**src/rtl/riscv_pkg.sv**
```systemverilog
// Shared RV32 decode encodings: opcodes, immediate formats, ALU operations
// and result-source selects used by the decode stage and its helpers.
package riscv_pkg;

  localparam logic [31:0] NOP_INSTR = 32'h0000_0013;

  localparam logic [6:0] OPC_LOAD   = 7'b0000011;
  localparam logic [6:0] OPC_STORE  = 7'b0100011;
  localparam logic [6:0] OPC_OP     = 7'b0110011;
  localparam logic [6:0] OPC_OP_IMM = 7'b0010011;
  localparam logic [6:0] OPC_BRANCH = 7'b1100011;
  localparam logic [6:0] OPC_JAL    = 7'b1101111;
  localparam logic [6:0] OPC_JALR   = 7'b1100111;
  localparam logic [6:0] OPC_LUI    = 7'b0110111;
  localparam logic [6:0] OPC_AUIPC  = 7'b0010111;

  localparam logic [2:0] IMM_I = 3'd0;
  localparam logic [2:0] IMM_S = 3'd1;
  localparam logic [2:0] IMM_B = 3'd2;
  localparam logic [2:0] IMM_J = 3'd3;
  localparam logic [2:0] IMM_U = 3'd4;

  localparam logic [3:0] ALU_ADD   = 4'd0;
  localparam logic [3:0] ALU_SUB   = 4'd1;
  localparam logic [3:0] ALU_AND   = 4'd2;
  localparam logic [3:0] ALU_OR    = 4'd3;
  localparam logic [3:0] ALU_XOR   = 4'd4;
  localparam logic [3:0] ALU_SLT   = 4'd5;
  localparam logic [3:0] ALU_SLTU  = 4'd6;
  localparam logic [3:0] ALU_SLL   = 4'd7;
  localparam logic [3:0] ALU_SRL   = 4'd8;
  localparam logic [3:0] ALU_SRA   = 4'd9;
  localparam logic [3:0] ALU_COPYB = 4'd10;

  localparam logic [1:0] RES_ALU = 2'd0;
  localparam logic [1:0] RES_MEM = 2'd1;
  localparam logic [1:0] RES_PC4 = 2'd2;

endpackage

```
**src/rtl/control_unit.sv**
```systemverilog
// Main decoder: maps opcode/funct fields to datapath control signals.
module control_unit
  import riscv_pkg::*;
(
  input  logic [6:0] opcode,
  input  logic [2:0] funct3,
  input  logic       funct7b5,
  output logic       reg_write,
  output logic [1:0] res_src,
  output logic       mem_write,
  output logic       jump,
  output logic       branch,
  output logic       alu_src_a,
  output logic       alu_src_b,
  output logic [2:0] imm_src,
  output logic [3:0] alu_control
);

  function automatic logic [3:0] alu_decode(input logic [2:0] f3, input logic f7b5,
                                            input logic is_reg_op);
    case (f3)
      3'b000:  return (is_reg_op && f7b5) ? ALU_SUB : ALU_ADD;
      3'b001:  return ALU_SLL;
      3'b010:  return ALU_SLT;
      3'b011:  return ALU_SLTU;
      3'b100:  return ALU_XOR;
      3'b101:  return f7b5 ? ALU_SRA : ALU_SRL;
      3'b110:  return ALU_OR;
      default: return ALU_AND;
    endcase
  endfunction

  always_comb begin
    reg_write   = 1'b0;
    res_src     = RES_ALU;
    mem_write   = 1'b0;
    jump        = 1'b0;
    branch      = 1'b0;
    alu_src_a   = 1'b0;
    alu_src_b   = 1'b0;
    imm_src     = IMM_I;
    alu_control = ALU_ADD;
    case (opcode)
      OPC_LOAD:   begin reg_write = 1'b1; res_src = RES_MEM; alu_src_b = 1'b1; end
      OPC_STORE:  begin mem_write = 1'b1; alu_src_b = 1'b1; imm_src = IMM_S; end
      OPC_OP:     begin reg_write = 1'b1; alu_control = alu_decode(funct3, funct7b5, 1'b1); end
      OPC_OP_IMM: begin
        reg_write   = 1'b1;
        alu_src_b   = 1'b1;
        alu_control = alu_decode(funct3, funct7b5, 1'b0);
      end
      OPC_BRANCH: begin branch = 1'b1; imm_src = IMM_B; alu_control = ALU_SUB; end
      OPC_JAL:    begin reg_write = 1'b1; jump = 1'b1; res_src = RES_PC4; imm_src = IMM_J; end
      OPC_JALR:   begin reg_write = 1'b1; jump = 1'b1; res_src = RES_PC4; alu_src_b = 1'b1; end
      OPC_LUI:    begin
        reg_write = 1'b1; alu_src_b = 1'b1; imm_src = IMM_U; alu_control = ALU_COPYB;
      end
      OPC_AUIPC:  begin
        reg_write = 1'b1; alu_src_a = 1'b1; alu_src_b = 1'b1; imm_src = IMM_U;
      end
      default: ;
    endcase
  end

endmodule

```
**src/rtl/imm_ext.sv**
```systemverilog
// Immediate extractor: assembles and sign-extends the I/S/B/J/U formats.
module imm_ext
  import riscv_pkg::*;
(
  input  logic [31:7] instr,
  input  logic [2:0]  imm_src,
  output logic [31:0] imm
);

  always_comb begin
    imm = {{20{instr[31]}}, instr[31:20]};
    case (imm_src)
      IMM_S:   imm = {{20{instr[31]}}, instr[31:25], instr[11:7]};
      IMM_B:   imm = {{19{instr[31]}}, instr[31], instr[7], instr[30:25], instr[11:8], 1'b0};
      IMM_J:   imm = {{11{instr[31]}}, instr[31], instr[19:12], instr[20], instr[30:21], 1'b0};
      IMM_U:   imm = {instr[31:12], 12'b0};
      default: ;
    endcase
  end

endmodule

```
**src/rtl/reg_file_bypass.sv**
```systemverilog
// Two-read, one-write register file with x0 hard-wired to zero, out-of-range
// indices ignored, and optional write-through of the WB port onto the reads.
module reg_file_bypass #(
  parameter int DATA_WIDTH = 32,
  parameter int REG_COUNT  = 32,
  parameter bit BYPASS     = 1'b1
) (
  input  logic                  clk,
  input  logic                  rst_n,
  input  logic                  we,
  input  logic [4:0]            wa,
  input  logic [DATA_WIDTH-1:0] wd,
  input  logic [4:0]            ra1,
  input  logic [4:0]            ra2,
  output logic [DATA_WIDTH-1:0] rd1,
  output logic [DATA_WIDTH-1:0] rd2
);

  localparam int AW = $clog2(REG_COUNT);

  logic [DATA_WIDTH-1:0] regs [REG_COUNT];

  function automatic logic in_range(input logic [4:0] a);
    return {27'b0, a} < 32'(REG_COUNT);
  endfunction

  always_ff @(posedge clk or negedge rst_n) begin
    if (!rst_n) begin
      for (int unsigned i = 0; i < REG_COUNT; i++) regs[i] <= '0;
    end else if (we && wa != '0 && in_range(wa)) begin
      regs[wa[AW-1:0]] <= wd;
    end
  end

  // Range check precedes the bypass compare, so a dropped write is never forwarded.
  function automatic logic [DATA_WIDTH-1:0] read_port(input logic [4:0] a);
    if (a == '0 || !in_range(a)) return '0;
    if (BYPASS && we && wa == a) return wd;
    return regs[a[AW-1:0]];
  endfunction

  assign rd1 = read_port(ra1);
  assign rd2 = read_port(ra2);

endmodule

```
**src/rtl/decode_stage_pipe.sv**
```systemverilog
// Decode stage with its own IF/ID register (stall/flush/valid), register file
// with WB bypass, RV32I/RV32E register-count checks and illegal-instruction flag.
module decode_stage_pipe
  import riscv_pkg::*;
#(
  parameter int ADDRESS_WIDTH = 32,
  parameter int DATA_WIDTH    = 32,
  parameter int REG_COUNT     = 32,
  parameter bit BYPASS        = 1'b1
) (
  input  logic                     clk,
  input  logic                     rst_n,
  input  logic                     stall_d,
  input  logic                     flush_d,
  input  logic                     valid_f,
  input  logic [ADDRESS_WIDTH-1:0] pc_f,
  input  logic [ADDRESS_WIDTH-1:0] pc_plus4_f,
  input  logic [31:0]              instr_f,
  input  logic                     reg_write_w,
  input  logic [4:0]               rd_w,
  input  logic [DATA_WIDTH-1:0]    result_w,
  output logic                     valid_d,
  output logic                     illegal_d,
  output logic                     reg_write_d,
  output logic                     mem_write_d,
  output logic                     jump_d,
  output logic                     branch_d,
  output logic [1:0]               res_src_d,
  output logic [3:0]               alu_control_d,
  output logic                     alu_src_a_d,
  output logic                     alu_src_b_d,
  output logic [2:0]               funct3_d,
  output logic [4:0]               rs1_d,
  output logic [4:0]               rs2_d,
  output logic [4:0]               rd_d,
  output logic [DATA_WIDTH-1:0]    rd1_d,
  output logic [DATA_WIDTH-1:0]    rd2_d,
  output logic [DATA_WIDTH-1:0]    imm_val_d,
  output logic [ADDRESS_WIDTH-1:0] pc_d,
  output logic [ADDRESS_WIDTH-1:0] pc_plus4_d
);

  logic        valid_q;
  logic [31:0] instr_q;

  always_ff @(posedge clk or negedge rst_n) begin
    if (!rst_n) begin
      valid_q    <= 1'b0;
      instr_q    <= NOP_INSTR;
      pc_d       <= '0;
      pc_plus4_d <= '0;
    end else if (flush_d) begin
      valid_q <= 1'b0;
      instr_q <= NOP_INSTR;
    end else if (!stall_d) begin
      valid_q    <= valid_f;
      instr_q    <= instr_f;
      pc_d       <= pc_f;
      pc_plus4_d <= pc_plus4_f;
    end
  end

  assign valid_d  = valid_q;
  assign funct3_d = instr_q[14:12];
  assign rs1_d    = instr_q[19:15];
  assign rs2_d    = instr_q[24:20];
  assign rd_d     = instr_q[11:7];

  logic       cu_reg_write, cu_mem_write, cu_jump, cu_branch;
  logic [2:0] imm_src;
  logic [31:0] imm32;

  control_unit u_control (
    .opcode      (instr_q[6:0]),
    .funct3      (instr_q[14:12]),
    .funct7b5    (instr_q[30]),
    .reg_write   (cu_reg_write),
    .res_src     (res_src_d),
    .mem_write   (cu_mem_write),
    .jump        (cu_jump),
    .branch      (cu_branch),
    .alu_src_a   (alu_src_a_d),
    .alu_src_b   (alu_src_b_d),
    .imm_src     (imm_src),
    .alu_control (alu_control_d)
  );

  imm_ext u_imm (
    .instr   (instr_q[31:7]),
    .imm_src (imm_src),
    .imm     (imm32)
  );

  assign imm_val_d = DATA_WIDTH'($signed(imm32));

  reg_file_bypass #(
    .DATA_WIDTH (DATA_WIDTH),
    .REG_COUNT  (REG_COUNT),
    .BYPASS     (BYPASS)
  ) u_reg_file (
    .clk (clk),
    .rst_n (rst_n),
    .we  (reg_write_w),
    .wa  (rd_w),
    .wd  (result_w),
    .ra1 (rs1_d),
    .ra2 (rs2_d),
    .rd1 (rd1_d),
    .rd2 (rd2_d)
  );

  // Opcode legality and which register fields the format actually uses.
  logic opc_ok, use_rs1, use_rs2, use_rd, bad_reg;

  always_comb begin
    opc_ok  = 1'b1;
    use_rs1 = 1'b0;
    use_rs2 = 1'b0;
    use_rd  = 1'b0;
    case (instr_q[6:0])
      OPC_LOAD:   begin use_rs1 = 1'b1; use_rd = 1'b1; end
      OPC_STORE:  begin use_rs1 = 1'b1; use_rs2 = 1'b1; end
      OPC_OP:     begin use_rs1 = 1'b1; use_rs2 = 1'b1; use_rd = 1'b1; end
      OPC_OP_IMM: begin use_rs1 = 1'b1; use_rd = 1'b1; end
      OPC_BRANCH: begin use_rs1 = 1'b1; use_rs2 = 1'b1; end
      OPC_JAL:    use_rd = 1'b1;
      OPC_JALR:   begin use_rs1 = 1'b1; use_rd = 1'b1; end
      OPC_LUI:    use_rd = 1'b1;
      OPC_AUIPC:  use_rd = 1'b1;
      default:    opc_ok = 1'b0;
    endcase
  end

  assign bad_reg = (REG_COUNT == 16) &&
                   ((use_rs1 && rs1_d[4]) || (use_rs2 && rs2_d[4]) || (use_rd && rd_d[4]));

  assign illegal_d = valid_q && (!opc_ok || bad_reg);

  logic live;
  assign live        = valid_q && !illegal_d;
  assign reg_write_d = cu_reg_write && live;
  assign mem_write_d = cu_mem_write && live;
  assign jump_d      = cu_jump && live;
  assign branch_d    = cu_branch && live;

endmodule

```
**config.mk**
```make
export PLATFORM = sky130hd
export DESIGN_NAME = decode_stage_pipe
export DESIGN_NICKNAME = d
export VERILOG_FILES = /design/src/rtl/riscv_pkg.sv /design/src/rtl/control_unit.sv /design/src/rtl/imm_ext.sv /design/src/rtl/reg_file_bypass.sv /design/src/rtl/decode_stage_pipe.sv
export SDC_FILE = /design/constraint.sdc
export NUM_CORES = 2
export LEC_CHECK = 0
export CAP_MARGIN = 20
export CORE_MARGIN = 3
export CORE_UTILIZATION = 60
export CTS_BUF_LIST = sky130_fd_sc_hd__clkbuf_2
export CTS_CLUSTER_SIZE = 24
export DETAILED_ROUTE_END_ITERATION = 10
export MAX_ROUTING_LAYER = met4
export PLACE_DENSITY = 0.84
export SETUP_SLACK_MARGIN = 0.15
export SYNTH_ARGS = -nofsm -noshare
export SYNTH_HDL_FRONTEND = slang
export SYNTH_SLANG_ARGS = --single-unit
```
**constraint.sdc**
```tcl
create_clock -name clk -period 4.75 [get_ports clk]
set_input_delay 1.425 -clock clk [delete_from_list [all_inputs] [get_ports clk]]
set_output_delay 1.425 -clock clk [all_outputs]
set_load 0.1 [all_outputs]
```
* After elaboration in Yosys (flattened, before gate mapping)
Cells that the tools add are included. Widths: inputs -> output; s select.
Storage, ports and cells: flip-flop bits (word level) 1121, word-level logic and storage cells 131, input bits 139, output and inout bits 192
Operators by class: order comparisons 4, equality and inequality tests 22, multiplexer cells 42, bitwise operators 5, reduce and logical (&&, ||, !) cells 22
Operators by type and width (number):
- $bwmux 1024 | 1
- $mux 32 | 15
- $bmux 32 s5 | 2
- $demux 32 s5 | 1
- $pmux 31 s4 | 1
- $pmux 4 s7 | 2
- $eq 7x6->1 const B | 3
- $eq 7x7->1 const B | 3
- $ge 6x6->1 const B | 3
- $not 5->6 | 3
- $mux 1 | 17
- $pmux 4 s4 | 1
- $eq 7x5->1 const B | 2
- $eq 3x2->1 const B | 4
- $eq 3x3->1 const B | 4
- $pmux 3 s4 | 1
- $eq 5x5->1 | 2
- $logic_and 1x1->1 | 10
- $logic_not 5->1 | 2
- $reduce_or 9->1 | 1
- $eq 7x2->1 const B | 1
- $reduce_or 7->1 | 1
- $eq 3x1->1 const B | 2
- $lt 6x1->1 const B | 1
- 9 further kinds | 12

* Logic depth before layout (Yosys ltp)
depth in word-level cells 8, depth in mapped cells 9, mapped depth without buffers 5

* Cells and area by module
A second synthesis with hierarchy kept.
Unflattened totals: cells, all modules 4187, area total of the unflattened synthesis 59818.6 um^2
Modules (own cells, without submodules):
- reg_file_bypass | cells an instance 3775, seq. area each 25624.6 um^2, times used 1, area each 54990.2 um^2
- decode_stage_pipe | cells an instance 274, seq. area each 2431.1 um^2, times used 1, area each 3957.5 um^2
- imm_ext | cells an instance 91, seq. area each 0.0 um^2, times used 1, area each 584.3 um^2
- control_unit | cells an instance 47, seq. area each 0.0 um^2, times used 1, area each 286.5 um^2

* Least setup slack after synthesis
No wires, ideal clock.
path type input to output, start point input rd_w[3], end point output rd2_d[0], stages 8, data required time 3.325 ns, path buffers 3, arrival 4.721 ns, slack -1.396 ns, cells stage by stage buf_2 xor2_1 nor4_1 and3_1 clkbuf_1 buf_2 nor3_1 nor3_1
Between the ends: word-level cells in the longest chain between the ends 6, elaborated cells between the ends (all ways) 7, classes of those cells 1 x eq/ne; 5 x mux; 1 x reduce/logical
RTL lines:
- from (decl) | RTL line decode_stage_pipe.sv:20 | input logic [4:0] rd_w,
- $eq 5x5->1 (*) | RTL line reg_file_bypass.sv:38 | if (BYPASS && we && wa == a) return wd;
- $logic_and 1x1->1 (*) | RTL line reg_file_bypass.sv:38
- $mux 1 (2 in series) | RTL line reg_file_bypass.sv:38
- $mux 32 (*) | RTL line reg_file_bypass.sv:39 | return regs[a[AW-1:0]];
- $mux 32 (*) | RTL line reg_file_bypass.sv:38
- to (decl) | RTL line decode_stage_pipe.sv:37 | output logic [DATA_WIDTH-1:0] rd2_d,
Every way passes the cells marked *; elsewhere a longest branch is shown, timed or not. The select of a mux whose other input is x is not followed.

* Worst setup path after layout
start point register instr_q[15], end point output rd1_d[31]
Between the ends: word-level cells in the longest chain between the ends 6, elaborated cells between the ends (all ways) 13, classes of those cells 1 x eq/ne; 9 x mux; 1 x bitwise; 2 x reduce/logical
RTL lines:
- from (decl) | RTL line decode_stage_pipe.sv:44 | logic [31:0] instr_q;
- from (signal assigned) | RTL line decode_stage_pipe.sv:57 | instr_q <= instr_f;
- $not 5->6 (not written as such) or $eq 5x5->1 (tied branches) | RTL line reg_file_bypass.sv:39, reg_file_bypass.sv:38
- $bmux 32 s5 or $logic_and 1x1->1 (tied branches) | RTL line reg_file_bypass.sv:39, reg_file_bypass.sv:38
- $mux 32 (not written as such) or $mux 1 (tied branches) (2 in series) | RTL line reg_file_bypass.sv:39, reg_file_bypass.sv:38
- $mux 32 | RTL line reg_file_bypass.sv:39
- $mux 32 (*) | RTL line reg_file_bypass.sv:38
- to (decl) | RTL line decode_stage_pipe.sv:36 | output logic [DATA_WIDTH-1:0] rd1_d,
Marks and branches as above.

==> results.py <==
metrics = {
    "synth": {
        "synth_fp_nets": 4314,
        "synth_area_um2": 59300,
        "ys_types": 47,
        "synth_seq_area_share_pct": 47.3,
        "yosys_warnings": 0,
        "async_flop_share_pct": 100,
        "synth_edf_count": 0,
        "syn_area_per_cell_um2": 14.2,
        "synthesis.instances": 4175,
        "synth_top_flop_cell": "dfrtp_1",
        "synth-seq-cells": 1121,
    },
    "status": {
        "violations": "setup timing",
        "status": "complete, but fails checks",
    },
    "power_and_ir_drop": {
        "p_per_area_nw_per_um2": 383,
        "peakVddDrop_mv": 0.217,
        "p_total_mw": 28.8,
        "p_leak_nw": 32.4,
    },
    "placement": {
        "post_dp_cell_area_um2": 66900,
        "hpwl_um": 120000,
        "portBuffers": 330,
        "dp_slack_ns": -0.301,
        "dp_cells": 5575,
        "gp_congestion": 0.912,
    },
    "critical_path": {
        "worstPathBufferInverterCount": 2,
        "worstSetupPathType": "flop to primary output",
        "worstPathRequired_ns": 3.32,
        "reg2reg_slack_ns": 3.19,
        "ff2ff_path_depth": 6,
        "r2r-end": "instr_q[20]",
        "crit_top_cell": "buf_12",
        "r2r-start": "instr_q[20]",
        "slowest_delay_ns": 0.58,
        "slowest_stage": "dfrtp_4",
        "path_max_fanout": 7,
        "cp_top_family": "compound AO/OA/AOI/OAI gates",
        "worst_setup_path_start_kind": "flop",
        "arrival_ns": 4.29,
        "worst_setup_path_end_kind": "primary output",
        "crit_path_cell_trace": "buf_12, mux4_2, a211oi_1, o31ai_1, a32o_2, buf_12",
    },
    "sta": {
        "finalClockSkew_ns": 0,
        "min_period_ns": 5.71,
        "finalWorstSetupSlack_ns": -0.964,
        "rsz0062_at_grt": "true",
        "hold_viol": 0,
        "max_freq_ghz": 0.175,
        "slew_viol_final": 0,
        "slew_headroom_pct": 27.4,
        "setup_violations": 65,
        "min_period_over_period_pct": 120,
        "worst-slew-pin-transition_ns": 1.09,
    },
    "cts": {
        "cts-root-buf": "clkbuf_2",
        "tritoncts": "yes",
        "clkTransAtPathRegs_ns": 0.12,
        "cts_inserted_buffers": 303,
        "htree_levels": 5,
        "clk_latency_ns": 1.51,
        "clkSinkCount": 1121,
        "clockBufferDepth": 4,
    },
    "route": {
        "finalWirelength_um": 230000,
        "ant_nets": 0,
        "drt_iter0_markers": 6800,
        "drc": 0,
        "dr.pass1.iters": 6,
        "via_per_inst": 7.49,
        "num_vias": 47299,
        "routedWlPerCell_um": 36.4,
    },
    "final_layout": {
        "stdcell_area_um2": 75400,
        "mostFrequentLayoutCells": "mux2_2 (1143), dfrtp_1 (1104), clkbuf_2 (420), mux4_2 (409), buf_4 (288)",
        "nNetsFinal": 4985,
        "instances_no_fill": 6316,
        "postLayoutCoreUtil_pct": 77.5,
        "synthToLayoutAreaGrowth_pct": 27.1,
        "drive_gt1_share_pct": 61.4,
        "mostFrequentLayoutCell": "mux2_2",
    },
    "floorplanning": {
        "fp.dieH_um": 320,
        "rows": 114,
        "coreArea_um2": 97300,
        "die_w_um": 320,
        "ios": 331,
        "start_util_pct": 61.0,
        "dieArea_um2": 103000,
    },
    "worst_hold_path": {
        "hold_path_startpoint": "stall_d",
        "min_path_cells": 3,
        "hp-class": "primary input to flop",
        "hold_end": "pc_plus4_d[23]",
    },
    "global_route": {
        "grt_max_degree": 102,
        "grt_pass1_wl_um": 313000,
        "antenna_found_initial": 7,
        "grt-ovfl-total": 0,
        "grt.total_usage_pct": 42.7,
        "grt_pass1_vias": 47572,
    },
    "job": {
        "drv_cap": 0,
    },
}
timing repair:
action	in CTS	in global routing
endpoints found under the hold margin	54	0
buffers inserted	131	62
endpoints found under the setup margin	143	134
hold buffers	1	0
gates resized for setup	468	269
cloned	31	18
pin swaps	94	127
Yosys cell counts (all sizes together), types with 2 or more instances:
cell	instances	area, um2
a211o	3	26.3
a211oi	46	345
a21o	21	158
a21oi	29	145
a221o	6	60.1
a22oi	76	571
a32o	22	220
and2	11	68.8
and3	8	50.1
and3b	2	17.5
buf	209	1070
clkbuf	278	1040
dfrtp	1118	28000
dfstp	3	78.8
inv	3	11.3
mux2	1157	13000
mux2i	208	2080
mux4	409	9210
nand2	86	323
nand2b	26	163
nand3	4	20.0
nand4	2	12.5
nand4b	4	35.0
nor2	90	338
nor2b	36	225
nor3	74	370
nor3b	5	37.5
nor4	4	25.0
o211ai	16	120
o21ai	54	270
o221ai	33	289
o22ai	86	538
o31ai	23	173
or2	2	12.5
or3	4	25.0
or3b	2	17.5
xnor2	7	61.3
xor2	4	35.0
through the flow:
stage,TNS (ns),hold WS (ns)
final,-41.68,0.359
after global placement,-14.50,0.379
after CTS,-42.55,0.270
after floorplan,-3.69,0.441
after detailed placement,-13.05,0.384
after global routing,-51.92,0.254
power by group:
part	switching, mW	internal (mW)	total [mW]
logic	4.62	4.34	8.96
clock network	4.33	2.67	6.99
registers	1.59	11.3	12.9
total	10.5	18.3	28.8
routing by layer:
metal / GRT usage [%] / vias to the layer above / part of all wire (%)
li1: - / 17433 / -
met1: 51.6 / 23723 / 32
met2: 61.5 / 4558 / 44
met3: 14.2 / 1585 / 14
met4: 28.2 / 0 / 9.4
met5: - / - / 0
worst max-delay path by stage:
stage	startpoint	to	cells after the start
2_1_floorplan	rd_w[3]	rd1_d[10]	7
3_3_place_gp	rd_w[4]	rd2_d[18]	10
3_5_place_dp	rd_w[3]	rd1_d[0]	8
4_1_cts	instr_q[15]	rd1_d[26]	7
5_1_grt	instr_q[15]	rd1_d[30]	7
6_report	instr_q[15]	rd1_d[31]	6
cell type report:
cell class,instances,area (um2)
Timing Repair Buffer,852,11000
Antenna cell,10,25.0
Clock buffer,419,2100
Multi-Input combinational cell,2565,32100
Inverter,3,11.3
Tap cell,1276,1600
Sequential cell,1121,28100
Fill cell,4951,21900
Clock inverter,70,433
state kept, by name (all words and copies together) (netlist names):
| register | flops |
|---|---|
| pc_d | 32 |
| instr_q | 32 |
| u_reg_file.regs | 1024 |
| pc_plus4_d | 32 |
| valid_d | 1 |
worst reg2reg max path: stages (launching register included):
cell and delay (ns):
dfrtp_4 0.54, buf_12 0.17, buf_12 0.16, clkbuf_16 0.18
buf_4 0.16, mux2i_1 0.17, nor2_1 0.06
kinds of logic (layout without fill, tap and decap cells):
family                 after synthesis  after routing  synth area share, %
AO/OA/AOI/OAI                      417            417                 4.95
flip-flops                        1121           1121                 47.3
buffers and inverters              490           1344                 3.59
AND/OR/NAND/NOR                    362            363                 2.96
multiplexers                      1774           1774                 41.0
other                                0             10                    0
XOR/XNOR                            11             11                0.162
Note: power is estimated with default switching activity, not from simulation.
